**src/rtl/alu_seq_pkg.sv**
```systemverilog
// rtl/alu_seq_pkg.sv - shared types and widths for the ALU command sequencer
package alu_seq_pkg;

  localparam int OPC_W     = 4;
  localparam int DATA_W    = 8;
  // Widest tag the queue can carry; the top keeps only its TAG_W low bits.
  localparam int TAG_MAX_W = 16;

  typedef enum logic [1:0] {
    IDLE,
    ISSUE,
    WAIT,
    DONE
  } seq_state_t;

  typedef struct packed {
    logic [OPC_W-1:0]     opcode;
    logic [DATA_W-1:0]    a;
    logic [DATA_W-1:0]    b;
    logic [TAG_MAX_W-1:0] tag;
  } alu_cmd_t;

endpackage

```
**src/rtl/alu_cmd_fifo.sv**
```systemverilog
// rtl/alu_cmd_fifo.sv - synchronous command FIFO, DEPTH entries of alu_cmd_t
module alu_cmd_fifo
  import alu_seq_pkg::*;
#(
  parameter int DEPTH = 4
) (
  input  logic                     clk,
  input  logic                     reset,
  input  logic                     push,
  input  alu_cmd_t                 push_data,
  input  logic                     pop,
  output alu_cmd_t                 head,
  output logic                     full,
  output logic                     empty,
  output logic [$clog2(DEPTH):0]   count
);

  localparam int PTR_W = $clog2(DEPTH);
  localparam int CNT_W = PTR_W + 1;

  alu_cmd_t         mem [DEPTH];
  logic [PTR_W-1:0] wr_ptr;
  logic [PTR_W-1:0] rd_ptr;
  logic             do_push;
  logic             do_pop;

  assign full    = (count == CNT_W'(DEPTH));
  assign empty   = (count == '0);
  assign do_push = push && !full;
  assign do_pop  = pop && !empty;
  assign head    = mem[rd_ptr];

  // Pointers wrap naturally because DEPTH is a power of two.
  always_ff @(posedge clk or negedge reset) begin
    if (!reset) begin
      wr_ptr <= '0;
      rd_ptr <= '0;
      count  <= '0;
    end else begin
      if (do_push) wr_ptr <= wr_ptr + PTR_W'(1);
      if (do_pop)  rd_ptr <= rd_ptr + PTR_W'(1);
      if (do_push && !do_pop)      count <= count + CNT_W'(1);
      else if (!do_push && do_pop) count <= count - CNT_W'(1);
    end
  end

  always_ff @(posedge clk) begin
    if (do_push) mem[wr_ptr] <= push_data;
  end

endmodule

```
**src/rtl/alu_cmd_sequencer.sv**
```systemverilog
// rtl/alu_cmd_sequencer.sv - single-issue command sequencer for the 8-bit ALU; ALU_SEQ_STATS_EN adds result counters
module alu_cmd_sequencer
  import alu_seq_pkg::*;
#(
  parameter int DEPTH   = 4,
  parameter int ALU_LAT = 4,
  parameter int TAG_W   = 4
) (
  input  logic              clk,
  input  logic              reset,
  input  logic              cmd_valid,
  output logic              cmd_ready,
  input  logic [OPC_W-1:0]  cmd_opcode,
  input  logic [DATA_W-1:0] cmd_a,
  input  logic [DATA_W-1:0] cmd_b,
  input  logic [TAG_W-1:0]  cmd_tag,
  output logic              alu_enable,
  output logic [OPC_W-1:0]  alu_opcode,
  output logic [DATA_W-1:0] alu_a,
  output logic [DATA_W-1:0] alu_b,
  input  logic [DATA_W-1:0] alu_out,
  input  logic              alu_cout,
  input  logic              alu_of,
  output logic              res_valid,
  input  logic              res_ready,
  output logic [DATA_W-1:0] res_data,
  output logic              res_cout,
  output logic              res_of,
  output logic [TAG_W-1:0]  res_tag
`ifdef ALU_SEQ_STATS_EN
  ,
  output logic [15:0]       stat_done,
  output logic [15:0]       stat_of
`endif
);

  localparam int CNT_W = $clog2(ALU_LAT + 1);

  seq_state_t              state_q, state_d;
  logic [CNT_W-1:0]        wait_cnt_q, wait_cnt_d;
  logic [TAG_W-1:0]        tag_q, tag_d;
  logic                    alu_enable_d;
  logic [OPC_W-1:0]        alu_opcode_d;
  logic [DATA_W-1:0]       alu_a_d, alu_b_d;
  logic                    res_valid_d;
  logic [DATA_W-1:0]       res_data_d;
  logic                    res_cout_d, res_of_d;
  logic [TAG_W-1:0]        res_tag_d;

  alu_cmd_t                cmd_in;
  alu_cmd_t                head;
  logic                    fifo_pop, fifo_full, fifo_empty;
  logic [$clog2(DEPTH):0]  fifo_count;
  logic                    res_fire;
  logic                    unused_fifo;

  assign cmd_in.opcode = cmd_opcode;
  assign cmd_in.a      = cmd_a;
  assign cmd_in.b      = cmd_b;
  assign cmd_in.tag    = TAG_MAX_W'(cmd_tag);

  assign cmd_ready   = !fifo_full;
  assign res_fire    = res_valid && res_ready;
  assign unused_fifo = ^{fifo_count, head.tag >> TAG_W};

  alu_cmd_fifo #(.DEPTH(DEPTH)) u_fifo (
    .clk       (clk),
    .reset     (reset),
    .push      (cmd_valid),
    .push_data (cmd_in),
    .pop       (fifo_pop),
    .head      (head),
    .full      (fifo_full),
    .empty     (fifo_empty),
    .count     (fifo_count)
  );

  always_comb begin
    state_d      = state_q;
    wait_cnt_d   = wait_cnt_q;
    tag_d        = tag_q;
    fifo_pop     = 1'b0;
    alu_enable_d = alu_enable;
    alu_opcode_d = alu_opcode;
    alu_a_d      = alu_a;
    alu_b_d      = alu_b;
    res_valid_d  = res_valid;
    res_data_d   = res_data;
    res_cout_d   = res_cout;
    res_of_d     = res_of;
    res_tag_d    = res_tag;
    case (state_q)
      IDLE: begin
        if (!fifo_empty) begin
          fifo_pop     = 1'b1;
          alu_enable_d = 1'b1;
          alu_opcode_d = head.opcode;
          alu_a_d      = head.a;
          alu_b_d      = head.b;
          tag_d        = head.tag[TAG_W-1:0];
          state_d      = ISSUE;
        end
      end
      ISSUE: begin
        wait_cnt_d = CNT_W'(1);
        state_d    = WAIT;
      end
      WAIT: begin
        // Capture on the edge where the counter already reads ALU_LAT.
        if (wait_cnt_q == CNT_W'(ALU_LAT)) begin
          res_valid_d = 1'b1;
          res_data_d  = alu_out;
          res_cout_d  = alu_cout;
          res_of_d    = alu_of;
          res_tag_d   = tag_q;
          state_d     = DONE;
        end else begin
          wait_cnt_d = wait_cnt_q + CNT_W'(1);
        end
      end
      DONE: begin
        if (res_fire) begin
          res_valid_d  = 1'b0;
          alu_enable_d = 1'b0;
          state_d      = IDLE;
        end
      end
      default: state_d = IDLE;
    endcase
  end

  always_ff @(posedge clk or negedge reset) begin
    if (!reset) begin
      state_q    <= IDLE;
      wait_cnt_q <= '0;
      tag_q      <= '0;
      alu_enable <= 1'b0;
      alu_opcode <= '0;
      alu_a      <= '0;
      alu_b      <= '0;
      res_valid  <= 1'b0;
      res_data   <= '0;
      res_cout   <= 1'b0;
      res_of     <= 1'b0;
      res_tag    <= '0;
    end else begin
      state_q    <= state_d;
      wait_cnt_q <= wait_cnt_d;
      tag_q      <= tag_d;
      alu_enable <= alu_enable_d;
      alu_opcode <= alu_opcode_d;
      alu_a      <= alu_a_d;
      alu_b      <= alu_b_d;
      res_valid  <= res_valid_d;
      res_data   <= res_data_d;
      res_cout   <= res_cout_d;
      res_of     <= res_of_d;
      res_tag    <= res_tag_d;
    end
  end

`ifdef ALU_SEQ_STATS_EN
  always_ff @(posedge clk or negedge reset) begin
    if (!reset) begin
      stat_done <= '0;
      stat_of   <= '0;
    end else if (res_fire) begin
      if (stat_done != 16'hFFFF)          stat_done <= stat_done + 16'd1;
      if (res_of && stat_of != 16'hFFFF)  stat_of   <= stat_of + 16'd1;
    end
  end
`endif

endmodule

```
**config.mk**
```make
export PLATFORM = sky130hd
export DESIGN_NAME = alu_cmd_sequencer
export DESIGN_NICKNAME = d
export VERILOG_FILES = /design/src/rtl/alu_seq_pkg.sv /design/src/rtl/alu_cmd_fifo.sv /design/src/rtl/alu_cmd_sequencer.sv
export SDC_FILE = /design/constraint.sdc
export NUM_CORES = 1
export LEC_CHECK = 0
export BUFFER_PORTS_ARGS = -buffer_cell sky130_fd_sc_hd__buf_2
export CELL_PAD_IN_SITES_DETAIL_PLACEMENT = 1
export CELL_PAD_IN_SITES_GLOBAL_PLACEMENT = 1
export CORE_AREA = 2 2 108 110
export DETAILED_ROUTE_END_ITERATION = 8
export DIE_AREA = 0 0 110 112
export MAX_ROUTING_LAYER = met4
export PLACE_DENSITY = 0.86
export SLEW_MARGIN = 20
export SYNTH_ARGS = -nofsm -noshare
export SYNTH_HDL_FRONTEND = slang
export SYNTH_SLANG_ARGS = --single-unit
```
**constraint.sdc**
```tcl
create_clock -name clk -period 3.2 [get_ports clk]
set_clock_uncertainty 0.05 [all_clocks]
set_input_delay 0.64 -clock clk [delete_from_list [all_inputs] [get_ports clk]]
set_output_delay 0.64 -clock clk [all_outputs]
set_load 0.01 [all_outputs]
```
==> reports/metrics.sh, run 1 <==
OUTCOME='finished, final reports clean'
MIN_PERIOD_NS=2.16
GRT_USE_TOTAL=0.209
CRITICAL_PATH.ENDPOINT_TYPE='register'
OVERALL_OVERFLOW_REMAINING_AFTER_GLOBAL_ROUTE=0
TRITONCTS='built'
FIN_TNS_SETUP_NS=0
POSTPLACECELLAREA_UM2=6270
CP-STARTPOINT='u_fifo.count[0]'
VIASPERCELL=5.39
POST-ROUTE-PERIOD-UTIL=0.676
LAYOUT.CELLS.NON_FILLER=531
HTREEDEPTH=4
P_LEAK_nW=2.71
SYNTH_EDF_COUNT=96
NUM_ANTENNA_CELLS=0
TOP_POST_SYNTHESIS_CELLS_BY_AREA='sky130_fd_sc_hd__edfxtp_1 50%, sky130_fd_sc_hd__dfrtp_1 23%, sky130_fd_sc_hd__mux4_2 8.2%'
DETAIL-ROUTE-ANTENNA-NETS=0
WORST_PIN_SLEW_NS=0.857
GRT_PASS1_WL_MM=17.8
TIMING.SETUP.CRITICAL_PATH_CLASS='register to register'
ROUTED.TOP_LAYER='met4'
TOTALWIRELENGTH_MM=11.1
STD_CELL_ROWS=39
CTSRESIZECOUNT=0
MAX_CLOCK_FREQ_MHz=462
WORST_R2R_STARTPOINT='u_fifo.count[0]'
SLEW_HEADROOM=0.429
SYNTH.MOST_COMMON_CELL='sky130_fd_sc_hd__edfxtp_1'
WORST-R2R-SETUP-SLACK_NS=1.04
CTS-BUFFERS-INSERTED=17
CLOCK-ROOT-BUFFER='sky130_fd_sc_hd__clkbuf_16'
REPORT.FINAL.SETUP_VIOL=0
NUMBER_OF_SYNTHESIZED_REGISTER_BITS=148
YS_ASYNC_SR_FRACTION=0.351
CTS.REPORTEDPATHS.CLKPINSLEW_NS=0.05
SUMMED_AREA_OF_NON_FILLER_CELLS_IN_THE_FINAL_LAYOUT_UM2=6870
SYNTH_SEQ_AREA_SHARE=0.725
CLOCK_LATENCY_AT_THE_LATER_PIN_OF_THE_WORST_SKEW_PAIR_NS=0.41
FINAL-HOLD-VIOLATION-COUNT=0
POST_CTS.REPAIR.SETUP_BUFFERS=0
P_TOTAL_mW=7.00
GRT_START_MAX_NET_PINS=30
PATH_MAX_FANOUT=7
AVGSYNTHCELLAREA_UM2=20.2
YOSYS_WARNINGS=0
DRT_ITER0_DRC=160
WIRELENGTH_MET1_MM=4.43
DP_HPWL_MM=7.05
ARRIVAL_NS=2.44
NUMBER_OF_ITERATIONS_IN_THE_FIRST_DETAILED_ROUTING_PASS=4
DETAILROUTE.VIA_COUNT=2863
PORTBUFFERS=74
AREA_GROWTH_PCT=19.0
POST_SYNTHESIS_INSTANCE_AREA_UM2=5770
DRT-WIRELENGTH-PER-CELL_UM=21.0
YS_DOMINANT_REG_CELL='sky130_fd_sc_hd__edfxtp_1'
REG2REG_DEPTH=8
POST-ROUTE-DRC-COUNT=0
GLOBALPLACE.CONGESTION=0.687
RSZ0062_AT_GRT='false'
COUNT_OF_PINS_OVER_THEIR_SLEW_LIMIT=0
FLOORPLAN.DIE.WIDTH_UM=110
IOPINCOUNT=75
POSTSYNTHNETCOUNT=336
MAX_CAP_VIOL_COUNT=0
YOSYSTOPAREACELLSHARE=0.500
FINISH.UTILIZATION=0.614
MET3WIRELENGTH_UM=522
POST_ROUTE_CELLS_DRIVE_ABOVE_1_SHARE=0.454
ANTENNA_FOUND_INITIAL=0
IR_WORST_VDD_mV=0.422
CLOCK_PATH_BUFFERS=2
FLOORPLAN.DIE_AREA_UM2=12300
FINAL_NETS=425
NETLIST-CELL-TYPE-COUNT=34
WORST_R2R_ENDPOINT='u_fifo.count[2]'
TIMING.CRITICAL_PATH.FROM_TYPE='register'
SYNTHESIS.INSTANCES=286
NUMBER_OF_HOLD_REPAIR_BUFFERS_ADDED_AT_THE_CTS_STAGE=0
ROUTED-WL-MET2_MM=6.04
POST-SYNTH-TOP-AREA-CELL='sky130_fd_sc_hd__edfxtp_1'
CORE_REGION_AREA_UM2=11200
POST-PLACE-CELLS=499
POWER_DENSITY_nW_PER_UM2=1020
LEADING_CELL_TYPES_BY_COUNT_AFTER_SYNTHESIS='96 x sky130_fd_sc_hd__edfxtp_1, 52 x sky130_fd_sc_hd__dfrtp_1, 41 x sky130_fd_sc_hd__mux2_2, 21 x sky130_fd_sc_hd__mux4_2'
START_UTIL=0.516
DIE-HEIGHT_UM=112
VIAS_IN_THE_FIRST_GLOBAL_ROUTE=3225
HOLD_PATH.CLASS='input port to asynchronous set/reset pin'
WORST_EP_REQUIRED_TIME_NS=3.48
CTS_SINKS=148
==> cell usage in the layout (no fill, tap or decap), types with 2 or more instances in the layout <==
cell / Yosys / final
sky130_fd_sc_hd__edfxtp_1: 96 / 96
sky130_fd_sc_hd__buf_2: 3 / 74
sky130_fd_sc_hd__dfrtp_1: 52 / 51
sky130_fd_sc_hd__mux2_2: 41 / 41
sky130_fd_sc_hd__mux4_2: 21 / 21
sky130_fd_sc_hd__clkbuf_16: 0 / 19
sky130_fd_sc_hd__inv_1: 11 / 11
sky130_fd_sc_hd__ha_1: 11 / 11
sky130_fd_sc_hd__buf_4: 0 / 7
sky130_fd_sc_hd__clkinv_2: 0 / 5
sky130_fd_sc_hd__nor2_1: 4 / 4
sky130_fd_sc_hd__and2_1: 4 / 4
sky130_fd_sc_hd__a21boi_0: 3 / 3
sky130_fd_sc_hd__o21ai_0: 3 / 3
sky130_fd_sc_hd__a21oi_1: 3 / 3
sky130_fd_sc_hd__xnor2_1: 3 / 3
sky130_fd_sc_hd__xor2_1: 3 / 3
sky130_fd_sc_hd__mux4_1: 3 / 3
sky130_fd_sc_hd__clkbuf_8: 0 / 3
sky130_fd_sc_hd__nor3_1: 2 / 2
sky130_fd_sc_hd__nand3_1: 2 / 2
sky130_fd_sc_hd__clkbuf_1: 2 / 2
==> kinds of logic (layout without fill, tap and decap cells) <==
logic type      after synthesis  after routing  share of synthesized area
fa+ha+maj                    12             12                     0.0273
compound gates               16             16                     0.0217
buf+inv                      22            124                     0.0247
flops                       148            148                      0.725
xor+xnor                      6              6                    0.00911
mux                          66             66                      0.177
simple gates                 16             16                     0.0147
==> per-stage QoR <==
stage	worst slack (ns)	hold WS (ns)
global placement	1.01	0.431
CTS	0.994	0.197
floorplan	0.977	0.294
finish	1.04	0.194
global route	0.846	0.212
detailed placement	0.923	0.438
==> flip-flops by register name, indices dropped and copies added (netlist names) <==
register and cells:
u_fifo.wr_ptr 2, alu_b 8, wait_cnt_q 3, tag_q 4
res_valid 1, u_fifo.rd_ptr 2, state_q 2, res_cout 1
u_fifo.count 3, alu_opcode 4, res_data 8, alu_enable 1
res_tag 4, alu_a 8, res_of 1, u_fifo.mem 96
==> cell type report <==
cell class	count	area (um^2)
clock inverters	8	70.1
well taps	143	179
flip-flops and latches	148	4190
repair buffers	81	423
inverters	11	41.3
fillers	988	4310
multi-input cells	116	1440
clock buffers	24	524
==> routing by layer <==
metal  up-vias  GRT usage
li1       1284          -
met1      1481      0.238
met2        82      0.345
met3        16     0.0662
met4         0     0.0785
met5         -          -
==> power breakdown <==
group / switching [mW] / internal, mW / total, mW
Sequential: 0.402 / 2.66 / 3.07
Clock: 0.710 / 1.22 / 1.93
Combinational: 0.960 / 1.04 / 2.00
Total: 2.07 / 4.93 / 7.00
==> critical path, cell delays in order (launching register included) <==
cell	delay [ns]
sky130_fd_sc_hd__dfrtp_1	0.50
sky130_fd_sc_hd__nor2_1	0.13
sky130_fd_sc_hd__a21boi_2	0.28
sky130_fd_sc_hd__ha_1	0.24
sky130_fd_sc_hd__inv_1	0.06
sky130_fd_sc_hd__fa_1	0.38
sky130_fd_sc_hd__xor2_1	0.17
sky130_fd_sc_hd__nor2_1	0.11
sky130_fd_sc_hd__xor2_1	0.15
==> how the worst max path moves through the flow <==
stage | to | cells past startpoint | slack [ns]
floorplan | u_fifo.count[2] | 8 | 0.98
global placement | u_fifo.count[2] | 8 | 1.01
detailed placement | u_fifo.count[2] | 8 | 0.92
CTS | u_fifo.count[2] | 8 | 0.99
global route | u_fifo.count[2] | 8 | 0.85
finish | u_fifo.count[2] | 8 | 1.04
No activity file was read; power rests on OpenSTA's default activity.
==> inputs of run 2 (changes only) <==
- ABC_AREA: unset -> 1
- CORE_AREA: 2 2 108 110 -> 2 2 122 124
- DIE_AREA: 0 0 110 112 -> 0 0 124 126
- PLACE_DENSITY: 0.86 -> 0.82
- clock period: 3.2 -> 2.13 ns (I/O delays scaled with it)
==> run 2 against run 1 <==
  * Final area grew 11%
  * Synthesized area increased by 10%
  * Power increased by 68%
  * Non-clock buffer count grew 15
  * Hold slack worse by 0.037 ns
  * Count of clock-buffer cells in the layout decreased by 6
  * Synthesized cell count grew 120%
  * Largest cell class unchanged
==> reports/metrics.sh, run 2 <==
OUTCOME='finished, final reports clean'
CORE_REGION_AREA_UM2=14300  # +28%
SYNTH_EDF_COUNT=96  # unchanged
ARRIVAL_NS=2.25  # -0.19 ns
POSTPLACECELLAREA_UM2=6970  # +11%
OVERALL_OVERFLOW_REMAINING_AFTER_GLOBAL_ROUTE=0  # unchanged
POST-ROUTE-DRC-COUNT=0  # unchanged
SUMMED_AREA_OF_NON_FILLER_CELLS_IN_THE_FINAL_LAYOUT_UM2=7650  # +11%
MIN_PERIOD_NS=1.94  # -0.219 ns
SLEW_HEADROOM=0.637  # +0.209
DIE-HEIGHT_UM=126  # +13%
YS_DOMINANT_REG_CELL='sky130_fd_sc_hd__edfxtp_1'
SYNTH.MOST_COMMON_CELL='sky130_fd_sc_hd__nand2_1'
VIAS_IN_THE_FIRST_GLOBAL_ROUTE=4945  # +53%
AVGSYNTHCELLAREA_UM2=9.91  # -51%
HTREEDEPTH=4  # unchanged
DRT_ITER0_DRC=211  # +32%
DETAIL-ROUTE-ANTENNA-NETS=0  # unchanged
RSZ0062_AT_GRT='false'
TOP_POST_SYNTHESIS_CELLS_BY_AREA='sky130_fd_sc_hd__edfxtp_1 45%, sky130_fd_sc_hd__dfrtp_1 21%, sky130_fd_sc_hd__nand2_1 14%'
WORST_PIN_SLEW_NS=0.544  # -0.313 ns
SYNTHESIS.INSTANCES=640  # +120%
GRT_PASS1_WL_MM=24.8  # +39%
HOLD_PATH.CLASS='input port to register'
DETAILROUTE.VIA_COUNT=4497  # +57%
SYNTH_SEQ_AREA_SHARE=0.659  # -0.0656
DP_HPWL_MM=10.1  # +43%
NUMBER_OF_ITERATIONS_IN_THE_FIRST_DETAILED_ROUTING_PASS=4  # unchanged
DP_WORST_SETUP_SLACK_NS=0.168  # -0.755 ns
FLOORPLAN.DIE.WIDTH_UM=124  # +13%
MULTIINPUTGATEAREA_UM2=1540  # +6.4%
POSTSYNTHNETCOUNT=690  # +110%
STD_CELL_ROWS=44  # +13%
VIASPERCELL=4.84  # -10%
WORST_EP_REQUIRED_TIME_NS=2.43  # -1.05 ns
YS_ASYNC_SR_FRACTION=0.351  # unchanged
NETLIST-CELL-TYPE-COUNT=22  # -35%
TIMING.SETUP.CRITICAL_PATH_CLASS='register to register'
POST_ROUTE_CELLS_DRIVE_ABOVE_1_SHARE=0.187  # -0.267
CTS_SINKS=148  # unchanged
POWER_DENSITY_nW_PER_UM2=1540  # +51%
REPORT.FINAL.SETUP_VIOL=0  # unchanged
PORTBUFFERS=74  # unchanged
TOTALWIRELENGTH_MM=15.8  # +42%
NUMBER_OF_SYNTHESIZED_REGISTER_BITS=148  # unchanged
YOSYS_WARNINGS=0  # unchanged
LAYOUT.CELLS.MOST_COMMON='sky130_fd_sc_hd__nand2_1'
LEADING_CELL_TYPES_BY_COUNT_AFTER_SYNTHESIS='235 x sky130_fd_sc_hd__nand2_1, 128 x sky130_fd_sc_hd__inv_1, 96 x sky130_fd_sc_hd__edfxtp_1, 55 x sky130_fd_sc_hd__nand3_1, 52 x sky130_fd_sc_hd__dfrtp_1'
FLOORPLAN.DIE_AREA_UM2=15600  # +27%
CLOCK-ROOT-BUFFER='sky130_fd_sc_hd__clkbuf_16'
CTS-BUFFERS-INSERTED=17  # unchanged
LARGEST_REGISTER_FF_COUNT=96  # unchanged
FINAL-HOLD-VIOLATION-COUNT=0  # unchanged
FINAL_NETS=781  # +84%
DRT-WIRELENGTH-PER-CELL_UM=17.0  # -19%
IR_WORST_VDD_mV=0.910  # +120%
POSTLAYOUTSETUPSLACKWORST_NS=0.185  # -0.851 ns
CTS.REPORTEDPATHS.CLKPINSLEW_NS=0.06  # about the same
START_UTIL=0.443  # -0.0731
AREA_GROWTH_PCT=20.6
GRT_START_MAX_NET_PINS=53  # +77%
CLOCK_LATENCY_AT_THE_LATER_PIN_OF_THE_WORST_SKEW_PAIR_NS=0.43  # +0.02 ns
ANTENNA_FOUND_INITIAL=1  # +1
LAYOUT.CELLS.MOST_COMMON_LIST='235 x sky130_fd_sc_hd__nand2_1, 128 x sky130_fd_sc_hd__inv_1, 96 x sky130_fd_sc_hd__edfxtp_1'
MAX_CAP_VIOL_COUNT=0  # unchanged
N_FILL_CELL=1609  # +63%
GRT_USE_TOTAL=0.223  # +0.0133
YOSYSTOPAREACELLSHARE=0.454  # -0.0452
TRITONCTS='built'
CLOCK_PATH_BUFFERS=2  # unchanged
P_TOTAL_mW=11.8  # +68%
POST-ROUTE-PERIOD-UTIL=0.913  # +0.237
TIMING.CRITICAL_PATH.FROM_TYPE='register'
IOPINCOUNT=75  # unchanged
HOLD_SLACK_NS=0.157  # -0.0367 ns
POST-SYNTH-TOP-AREA-CELL='sky130_fd_sc_hd__edfxtp_1'
TOP_REGISTER='u_fifo.mem'
COUNT_OF_PINS_OVER_THEIR_SLEW_LIMIT=0  # unchanged
GLOBALPLACE.CONGESTION=0.749  # +9.0%
CRITICAL_PATH.ENDPOINT_TYPE='register'
REGAREA_UM2=4190  # unchanged
PATH_MAX_FANOUT=4  # -3
P_LEAK_nW=3.82  # +41%
MAX_CLOCK_FREQ_MHz=514  # +11%
POST_SYNTHESIS_INSTANCE_AREA_UM2=6340  # +10%
-- run 2: cell types whose count changed after synthesis, moves of 6 or more --
| cell | change |
|---|---|
| sky130_fd_sc_hd__nand2_1 | +234 |
| sky130_fd_sc_hd__inv_1 | +117 |
| sky130_fd_sc_hd__nand3_1 | +53 |
| sky130_fd_sc_hd__mux2_2 | -41 |
| sky130_fd_sc_hd__mux4_2 | -21 |
| sky130_fd_sc_hd__o21ai_0 | +14 |
| sky130_fd_sc_hd__buf_2 | +7 |
| sky130_fd_sc_hd__buf_4 | +6 |
-- run 2: final cells by class --
type / instances / area share
sequential: 148 / 0.547
multi-input combinational: 339 / 0.201
antenna: 1 / 0.000327
clock inverter: 14 / 0.0260
tap: 184 / 0.0301
clock buffer: 18 / 0.0574
timing repair buffer: 96 / 0.0752
inverter: 129 / 0.0633
-- run 2: what timing repair did --
item                       4_1_cts  5_1_grt
hold buffers                     1        0
buffers inserted                 0        3
resized for setup                0        2
setup endpoints to repair        0        1
hold endpoints to repair        52        0
-- run 2: path summary, 6_finish.rpt --
check	slack, ns	cells past startpoint	start	to
min reg2reg	0.43	2	alu_opcode[0]	alu_opcode[0]
max reg2reg	0.19	10	state_q[0]	u_fifo.count[2]
min	0.16	1	cmd_tag[2]	u_fifo.mem[0][2]
max in group asynchronous	1.29	3	reset	alu_opcode[3]
max	0.19	10	state_q[0]	u_fifo.count[2]
min in group asynchronous	0.47	3	reset	u_fifo.wr_ptr[0]
-- run 2: per-stage QoR --
step,std cells,util,setup TNS (ns)
finish,929,0.535,0
global route,929,0.535,0
CTS,925,0.533,0
detailed placement,892,0.487,0
global placement,892,0.487,0
floorplan,640,-,-9.42
-- run 2: metal layers --
| layer | vias up | global-route usage | share of wire |
|---|---|---|---|
| met5 | - | - | 0 |
| met4 | 0 | 0.104 | 0.023 |
| met3 | 29 | 0.0525 | 0.043 |
| met2 | 109 | 0.390 | 0.55 |
| met1 | 2206 | 0.234 | 0.38 |
| li1 | 2153 | - | - |
-- run 2: worst max-delay path, cell delays in order (launching register included) --
cell                      delay (ns)
sky130_fd_sc_hd__dfrtp_1        0.39
sky130_fd_sc_hd__inv_1          0.09
sky130_fd_sc_hd__ha_1           0.24
sky130_fd_sc_hd__nand2_1        0.12
sky130_fd_sc_hd__ha_2           0.20
sky130_fd_sc_hd__inv_1          0.07
sky130_fd_sc_hd__fa_2           0.35
sky130_fd_sc_hd__inv_1          0.06
sky130_fd_sc_hd__nand2_1        0.05
sky130_fd_sc_hd__nand3_1        0.10
sky130_fd_sc_hd__xor2_1         0.15
-- run 2: power by group --
| part | leakage [nW] | internal, mW | switching [mW] |
|---|---|---|---|
| logic | 2.00 | 1.43 | 2.70 |
| registers | 1.51 | 3.99 | 0.425 |
| clock network | 0.307 | 2.01 | 1.23 |
| total | 3.82 | 7.42 | 4.35 |
-- run 2: cells by family (layout without fill, tap and decap cells) --
family                   after synthesis  in the layout  share of synthesized area
AO/OA/AOI/OAI                         20             20                     0.0164
flip-flops                           148            148                      0.659
other                                  0              1                          0
XOR/XNOR                               5              5                    0.00690
adder cells (fa/ha/maj)               12             12                     0.0248
AND/OR/NAND/NOR                      302            302                      0.192
buffers and inverters                153            257                      0.101
